<file path="config.mk">
export PLATFORM = sky130hd
export DESIGN_NAME = add_multi_seq
export DESIGN_NICKNAME = d
export VERILOG_FILES = /design/src/rtl/add_multi_seq.sv
export SDC_FILE = /design/constraint.sdc
export NUM_CORES = 1
export LEC_CHECK = 0
export BUFFER_PORTS_ARGS = -buffer_cell sky130_fd_sc_hd__buf_2
export CELL_PAD_IN_SITES_DETAIL_PLACEMENT = 1
export CELL_PAD_IN_SITES_GLOBAL_PLACEMENT = 1
export CORE_MARGIN = 1.5
export CORE_UTILIZATION = 32
export CTS_CLUSTER_DIAMETER = 80
export DETAILED_ROUTE_END_ITERATION = 8
export PLACE_DENSITY = 0.81
export SYNTH_ARGS = -nofsm -noshare
export SYNTH_HDL_FRONTEND = slang
export SYNTH_SLANG_ARGS = --single-unit
</file>
<file path="constraint.sdc">
create_clock -name clk -period 2.1 [get_ports clk]
set_clock_uncertainty 0.15 [all_clocks]
set_input_delay 0.105 -clock clk [delete_from_list [all_inputs] [get_ports clk]]
set_output_delay 0.105 -clock clk [all_outputs]
set_load 0.1 [all_outputs]
</file>
<file path="src/rtl/add_multi_seq.sv">
// add_multi_seq: sequential N-operand unsigned adder built on a ripple chain of fa cells.
// Define ADD_MULTI_SEQ_SAT_EN to saturate the sum at all-ones instead of wrapping.

module fa (
   input  logic a,
   input  logic b,
   input  logic cin,
   output logic s,
   output logic cout
);
   assign s    = a ^ b ^ cin;
   assign cout = (a & b) | (cin & (a ^ b));
endmodule

module add_multi_seq #(
   parameter int W  = 4,
   parameter int N  = 3,
   parameter int OW = 6
) (
   input  logic          clk,
   input  logic          reset,
   input  logic          in_valid,
   output logic          in_ready,
   input  logic [W-1:0]  in_data,
   output logic          out_valid,
   input  logic          out_ready,
   output logic [OW-1:0] out_sum,
   output logic          out_ovf
);
   localparam int CW = (N > 1) ? $clog2(N) : 1;

   typedef enum logic {ACCUM, DONE} state_t;

   state_t        state_q, state_d;
   logic [CW-1:0] count_q, count_d;
   logic [OW-1:0] acc_q, acc_d;
   logic          ovf_q, ovf_d;

   logic [OW-1:0] opnd;
   logic [OW-1:0] chain_sum;
   logic [OW:0]   carry;

   always_comb begin
      opnd         = '0;
      opnd[W-1:0]  = in_data;
   end

   assign carry[0] = 1'b0;

   for (genvar i = 0; i < OW; i++) begin : g_chain
      fa u_fa (
         .a    (acc_q[i]),
         .b    (opnd[i]),
         .cin  (carry[i]),
         .s    (chain_sum[i]),
         .cout (carry[i+1])
      );
   end

   // NOTE: every output of this block is given a default first, so no path can infer a latch.
   always_comb begin
      state_d = state_q;
      count_d = count_q;
      acc_d   = acc_q;
      ovf_d   = ovf_q;
      unique case (state_q)
         ACCUM: begin
            if (in_valid) begin
               acc_d = chain_sum;
               if (carry[OW]) ovf_d = 1'b1;
`ifdef ADD_MULTI_SEQ_SAT_EN
               // Once the true sum has overflowed, pin the accumulator at full scale.
               if (ovf_q || carry[OW]) acc_d = '1;
`endif
               if (count_q == CW'(N - 1)) begin
                  count_d = '0;
                  state_d = DONE;
               end else begin
                  count_d = count_q + CW'(1);
               end
            end
         end
         DONE: begin
            if (out_ready) begin
               acc_d   = '0;
               ovf_d   = 1'b0;
               state_d = ACCUM;
            end
         end
         default: state_d = ACCUM;
      endcase
   end

   // NOTE: state registers use non-blocking assignments so every flop samples pre-edge values.
   always_ff @(posedge clk) begin
      if (reset) begin
         state_q <= ACCUM;
         count_q <= '0;
         acc_q   <= '0;
         ovf_q   <= 1'b0;
      end else begin
         state_q <= state_d;
         count_q <= count_d;
         acc_q   <= acc_d;
         ovf_q   <= ovf_d;
      end
   end

   assign in_ready  = (state_q == ACCUM);
   assign out_valid = (state_q == DONE);
   assign out_sum   = acc_q;
   assign out_ovf   = ovf_q;

endmodule

</file>
# Yosys cells after proc, flatten, opt, wreduce, memory -nomap -nowiden
# Index checks and enable logic that the tools add are counted.
# totals
output_inout_bits	9
wordCells	46
in_bits	8
regBits	10
# classes
n_eq_ne	4
bitwise_logic	22
mux	12
add_sub_neg	1
n_reduce_logical	3
# ops
cell	n
two-way mux 6 bit	2
case mux 6 bit (2 select lines)	1
AND 1 bit	9
XOR 1 bit	9
two-way mux 1 bit	6
inequality test 2 bit, second input constant	2
case mux 1 bit (2 select lines)	2
AND reduction 2 bit	2
OR 1 bit	3
AND reduction 3 bit	1
adder 2 x 1 -> 2 bit, second input constant	1
== test 2 bit, second input constant	1
two-way mux 2 bit	1
inequality test 2 x 1 -> 1 bit, second input constant	1
NOT 1 bit	1

# Longest topological paths before layout
# Gate-level depths: netlist (run 1).
# depth
word_depth	12
mapped_depth	10
mapped_depth_nobuf	10

# Modules after synthesis
# From an unflattened synthesis (run 1), not the netlist that was laid out.
# hier_totals
hier_cells	46
hier_area_um2	498.0
# modules_own_cells
module	area_each_um2	cells_each	n_inst	seq_area_each_um2
add_multi_seq	377.9	40	1	200.2
fa	20.0	1	6	0.0

# Worst setup path after synthesis (run 1)
# OpenSTA, ideal clock, no wires.
# synth_timing
kind	register to register
startpoint	reg acc_q[0], in the netlist out_sum[0]
endpoint	reg acc_q[5], in the netlist out_sum[5]
required_time_ps	1821
slack_ps	-156
setup_time_ps	129
n_path_buf	0
arrival_ps	1978
path_stages_with_launch	11
period_less_slack_ps	2256
cell_sequence	dfxtp_1 ha_1 fa_1 inv_1 fa_1 fa_1 inv_1 ha_1 ha_1 a22oi_1 nor2_1
# synth_via
elab_chain_len	11
# synth_rtl
item	line	text
from (decl)	36	logic [OW-1:0] acc_q, acc_d;
from (signal assigned)	99	acc_q <= '0;
from (signal assigned)	104	acc_q <= acc_d;
AND 1 bit (2 in series)	12	assign cout = (a & b) | (cin & (a ^ b));
OR 1 bit	12	
AND 1 bit	12	
OR 1 bit	12	
AND 1 bit	12	
OR 1 bit	12	
AND 1 bit	12	
XOR 1 bit	11	assign s = a ^ b ^ cin;
two-way mux 6 bit	68	if (in_valid) begin
case mux 6 bit (2 select lines)	66	unique case (state_q)
# Every way passes these cells. The select of a mux whose other input is x is not followed.
# A chain may end at the register's enable or synchronous reset.

# Worst setup path after layout (run 1)
# Same ends and word-level chain as after synthesis.

==> results.json, run 1 <==
{
  "status": "finished, violations left",
  "violations": "DRC, hold timing, setup timing",
  "design_area_um2": 777,
  "cts_buffers": 3,
  "vdd_drop_max_uv": 319,
  "whs_ns": -0.00573,
  "wl_um": 1260,
  "num_vias": 461,
  "slew_viol_final": 0,
  "antennaDiodeCount": 0,
  "grt_max_degree": 11,
  "worst-setup-path-type": "reg -> reg",
  "grt_pass1_wl_um": 2090,
  "h-tree-depth": 1,
  "via_per_inst": 4.85,
  "dpl.cell_count": 84,
  "finalCriticalPeriod_ns": 2.22,
  "wl_per_cell_um": 13.2,
  "p_per_area_nw_per_um2": 741,
  "synth_area_leaders": "dfxtp_1, fa_1, buf_4",
  "end_kind": "register",
  "die_y_um": 44.5,
  "die_area_um2": 1980,
  "internal-power_w": 0.000371,
  "synthesis.instances": 58,
  "crit_fanout": 2,
  "max-cap-violations": 0,
  "first_global_vias": 511,
  "synth_fa_ha_area_share_pct": 17.7,
  "clk_path_buf_depth": 2,
  "min-delay-start": "reset",
  "synthMuxAreaShare_pct": 2.49,
  "layout.cells.non_filler": 95,
  "swShare_pct": 35.6,
  "postPlaceCellArea_um2": 622,
  "port_buffers": 16,
  "setup_tns_ns": -0.117,
  "critPathLaunchType": "register",
  "hold_violations": 2,
  "max_freq_ghz": 0.451,
  "dr.pass1.iters": 5,
  "dp_hpwl_um": 875,
  "synth_area_um2": 552,
  "worstPathRequired_ns": 2.12,
  "yosysTopAreaCell": "dfxtp_1",
  "antenna_left": 0,
  "relSlewSlack_pct": 64.1,
  "utilization_pct": 49.8,
  "avgSynthCellArea_um2": 9.51,
  "clock_latency_ns": 0.27,
  "r2r_start": "out_sum[0]",
  "syn_to_final_growth_pct": 40.8,
  "worstSetupStartpoint": "out_sum[0]",
  "worst_slack_ns": -0.117,
  "switchingPower_w": 0.000205,
  "ys_ff_latch": 10,
  "routabilityCongestion": 0.669,
  "hold_path.class": "in -> reg",
  "synth_top_family_by_area": "adder cells",
  "power.leakage_nw": 0.345,
  "remaining_drc_errors": 3,
  "worst_slew_pin_slew_ns": 0.537,
  "yosysSeqAreaShare_pct": 36.3,
  "fin_crit_sh_pct": 106,
  "setup_violations": 1,
  "synthXorXnorAreaFrac_pct": 0,
  "antenna_found_initial": 0,
  "synth_warnings": 0,
  "cts_tree": "done",
  "rows": 14,
  "cts_root_buffer": "clkbuf_4",
  "critPathArrivalTime_ns": 2.24,
  "grtUsageTotal_pct": 15.5,
  "start_util_pct": 35.4,
  "core_area_um2": 1560,
  "rsz0062_at_grt": "yes",
  "synth-simple-area-share_pct": 15.6,
  "reg2reg_slack_ns": -0.12,
  "dieWidth_um": 44.5,
  "seqPwrFrac_pct": 37.0,
  "first_iter_violations": 7,
  "power_frac_comb_pct": 31.9,
  "drive_gt1_share_pct": 45.6,
  "io_pins": 17,
  "synth_cell_types": 19,
  "clock_sinks": 10,
  "grt.overflow.total": 0,
  "synth_compound_area_share_pct": 13.4,
  "p_clk_share_pct": 31.0,
  "cts.clk_slew.worst_paths_ns": 0.07,
  "yosysTopAreaCellShare_pct": 36.3,
  "synth_fp_nets": 72,
  "cts_setup_buffers": 0,
  "nets": 94
}
[metrics by stage]
step	worst slack, ns	power [W]
finish	-0.117	0.000576
global route	-0.166	0.000607
CTS	-0.0961	0.000576
detailed placement	-0.146	0.000378
global placement	-0.127	0.000373
floorplan	-0.0613	0.000355
[cells in the final DEF (no fill, tap or decap)]
cell type / synthesis / routed
or3_1: 1 / 1
nand2b_4: 1 / 1
buf_4: 6 / 2
a22oi_1: 5 / 4
inv_2: 0 / 2
or2b_1: 1 / 1
dlygate4sd3_1: 0 / 7
buf_2: 1 / 16
nand3b_1: 2 / 2
fa_2: 0 / 3
clkbuf_8: 0 / 1
nand2_1: 3 / 3
a2bb2oi_1: 2 / 1
ha_4: 0 / 3
a22oi_2: 0 / 1
a2bb2oi_2: 0 / 1
mux2i_2: 1 / 1
dfxtp_1: 10 / 9
nor2b_1: 1 / 1
dfxtp_2: 0 / 1
clkbuf_4: 0 / 3
inv_1: 7 / 5
a21oi_1: 2 / 2
nor2_1: 7 / 7
a21oi_2: 1 / 1
[per-layer routing]
metal	vias up	wire length [um]	track usage [%]
li1	225	-	-
met1	221	446	14.2
met2	11	715	28.4
met3	4	68	7.35
met4	0	27	7.27
met5	-	0	0
[area by class of cell]
type                            instances  area (um^2)
Sequential cell                        10          201
Clock buffer                            4         36.3
Fill cell                             183          782
Multi-Input combinational cell         33          328
Timing Repair Buffer                   25          165
Tap cell                               16         20.0
Inverter                                7         26.3
[critical path, cell delays in order, from the launching register on]
cell	delay, ns
dfxtp_2	0.35
ha_4	0.13
fa_2	0.18
inv_2	0.04
fa_2	0.34
fa_2	0.34
inv_2	0.07
ha_4	0.13
ha_4	0.19
a22oi_2	0.13
nor2_1	0.06
[worst paths after layout]
kind                                   end  cells past startpoint
worst max-delay path            out_sum[5]                     10
worst min-delay path            out_sum[2]                      2
worst max register to register  out_sum[5]                     10
worst min register to register     out_ovf                      2
[synth_stat cells]
cell type and count:
a2bb2oi_1 2, mux2i_2 1, nand2_1 3, nor2_1 7, buf_1 1, fa_1 3
dfxtp_1 10, nand3b_1 2, or2b_1 1, a21oi_2 1, buf_4 6, a22oi_1 5
ha_1 3, a21oi_1 2, inv_1 7, or3_1 1, buf_2 1, nor2b_1 1
nand2b_4 1
[what timing repair did]
item                                   in CTS  in global routing
gates cloned                                0                  0
gates resized for setup                     9                  1
setup endpoints to repair                   3                  4
hold buffers                                6                  1
pin swaps                                   1                  1
endpoints found under the hold margin      10                  1
[kinds of logic after synthesis]
family                   Yosys count
AND/OR/NAND/NOR                   16
buffers and inverters             15
AO/OA/AOI/OAI                     10
flip-flops                        10
adder cells (fa/ha/maj)            6
multiplexers                       1
[state kept, by name, summed over array words and instances, names as in the netlist]
name,cells
out_ovf,1
out_sum,6
count_q,2
out_valid,1
[power by group through the flow]
stage	clock, W	combinational [W]	sequential [W]
3_3_place_gp	0	0.000157	0.000216
4_1_cts	0.000184	0.000179	0.000214
3_5_place_dp	0	0.000162	0.000216
6_report	0.000179	0.000184	0.000213
2_1_floorplan	0	0.000137	0.000217
5_1_grt	0.000194	0.000197	0.000215
(Power assumes the default switching activity.)
==> run 2: changes to the inputs <==
- TNS_END_PERCENT: unset -> 50
==> run 2 against run 1 <==
Net effect: the flow still finishes with violations (DRC, hold timing, setup timing); sequential power barely moved; via count rose by 1.5%; die area did not move; critical endpoint unchanged; largest cell class unchanged; highest routed layer unchanged.
==> results.json, run 2 (same netlist as run 1, synthesis figures left out) <==
{
  "rsz0062_at_grt": "yes",
  "slew_viol_final": 0,
  "cp_slowest_stage_delay_ns": 0.35,
  "port_buffers": 16,
  "min-delay-start": "reset",
  "cts_buffers": 3,
  "pre_cts_ws_ns": -0.146,
  "status": "finished, violations left",
  "switchingPower_w": 0.000203,
  "core_area_um2": 1560,
  "cts_tree": "done",
  "cp_slowest_cell": "dfxtp_2",
  "internal-power_w": 0.000371,
  "path_buf_inv": 2,
  "end_kind": "register",
  "largest_reg_flops": 6,
  "dr.pass1.iters": 5,
  "drive_gt1_share_pct": 46.8,
  "whs_ns": -0.0183,
  "grtUsageTotal_pct": 14.9,
  "mostFrequentLayoutCell": "buf_2",
  "vdd_drop_max_uv": 319,
  "antennaDiodeCount": 0,
  "mostFrequentLayoutCells": "buf_2, dfxtp_1, nor2_1, dlygate4sd3_1, inv_1",
  "cts_setup_buffers": 0,
  "antenna_found_initial": 0,
  "clk_path_buf_depth": 2,
  "routabilityCongestion": 0.669,
  "power.leakage_nw": 0.345,
  "num_vias": 468,
  "worst-setup-path-type": "reg -> reg",
  "max-cap-violations": 0,
  "hold_violations": 3,
  "nets": 94,
  "worst_slack_ns": -0.105,
  "h-tree-depth": 1,
  "critPathLaunchType": "register",
  "clock_sinks": 10,
  "cts.clk_slew.worst_paths_ns": 0.07,
  "layout.cells.non_filler": 95,
  "path_cells": "ha_4 > fa_2 > inv_2 > fa_2 > fa_2 > inv_2 > ha_4 > ha_4 > a22oi_2 > nor2_1",
  "finalPower_w": 0.000574,
  "r2r_start": "out_sum[0]",
  "first_global_vias": 486,
  "power_frac_comb_pct": 32.1,
  "dpl.cell_count": 84,
  "hold_path.class": "in -> reg",
  "dp_hpwl_um": 875,
  "wl_um": 1270,
  "grt_max_degree": 11,
  "utilization_pct": 50.2,
  "reg2reg_slack_ns": -0.10,
  "rows": 14,
  "grt_pass1_wl_um": 1990,
  "grt.overflow.total": 0,
  "cts_root_buffer": "clkbuf_4",
  "p_clk_share_pct": 30.7,
  "first_iter_violations": 9,
  "max_freq_ghz": 0.454,
  "worstSetupStartpoint": "out_sum[0]",
  "worst_slew_pin_slew_ns": 0.565,
  "critPathArrivalTime_ns": 2.22,
  "wl_per_cell_um": 13.3,
  "fin_crit_sh_pct": 105,
  "violations": "DRC, hold timing, setup timing",
  "worstPathRequired_ns": 2.11,
  "p_per_area_nw_per_um2": 734,
  "finalCriticalPeriod_ns": 2.20,
  "crit_fanout": 2,
  "start_util_pct": 35.4,
  "syn_to_final_growth_pct": 41.7,
  "path_delay_family": "adder cells",
  "die_area_um2": 1980,
  "via_per_inst": 4.93,
  "remaining_drc_errors": 3,
  "seqPwrFrac_pct": 37.2,
  "relSlewSlack_pct": 62.3,
  "setup_violations": 1,
  "io_pins": 17,
  "clock_latency_ns": 0.27,
  "die_y_um": 44.5,
  "swShare_pct": 35.4,
  "dieWidth_um": 44.5,
  "antenna_left": 0
}
## run 2: cell counts in the layout (fill, tap and decap cells not counted)
No cell type changed its count.
## run 2: layout make-up
cell class                 instances  area (um^2)
clock buffer                       4         36.3
fill                             183          777
inverter                           7         26.3
multi-input combinational         33          333
sequential                        10          201
tap                               16         20.0
timing repair buffer              25          165
## run 2: path summary, 6_finish.rpt
path | to | cells past startpoint
setup / recovery | out_sum[5] | 10
setup reg to reg | out_sum[5] | 10
hold / removal | out_ovf | 2
hold reg to reg | out_ovf | 2
## run 2: repair_timing
| item | 4_1_cts | 5_1_grt |
|---|---|---|
| endpoints found under the hold margin | 10 | 1 |
| setup endpoints to repair | 3 | 4 |
| pin swaps | 0 | 1 |
| resized for setup | 1 | 10 |
| hold buffers | 6 | 1 |
## run 2: worst reg2reg max path, cell delays in order, from the launching register on
cell     delay (ns)
dfxtp_2        0.35
ha_4           0.13
fa_2           0.18
inv_2          0.04
fa_2           0.34
fa_2           0.34
inv_2          0.08
ha_4           0.13
ha_4           0.19
a22oi_2        0.12
nor2_1         0.06
## run 2: power groups by stage
stage / Sequential [W] / Combinational [W] / Clock, W
final: 0.000213 / 0.000184 / 0.000176
after global routing: 0.000215 / 0.000197 / 0.000194
after CTS: 0.000212 / 0.000173 / 0.000184
after detailed placement: 0.000216 / 0.000162 / 0
after global placement: 0.000216 / 0.000157 / 0
after floorplan: 0.000217 / 0.000137 / 0
## run 2: per-stage QoR
step	hold WS (ns)	setup TNS, ns	instance area (um^2)
CTS	-0.0131	-0.293	718
global placement	0.251	-0.192	622
detailed placement	0.263	-0.262	622
floorplan	0.125	-0.0613	561
global route	0.00848	-0.272	782
finish	-0.0183	-0.105	782
## run 2: metal layers
layer  up-vias  global-route usage [%]  part of all wire, %
met1       227                    13.5                   35
met2        11                    27.0                   57
met4         0                    7.27                  2.1
met5         -                       0                    0
met3         4                    7.35                  5.4
li1        226                       -                    -
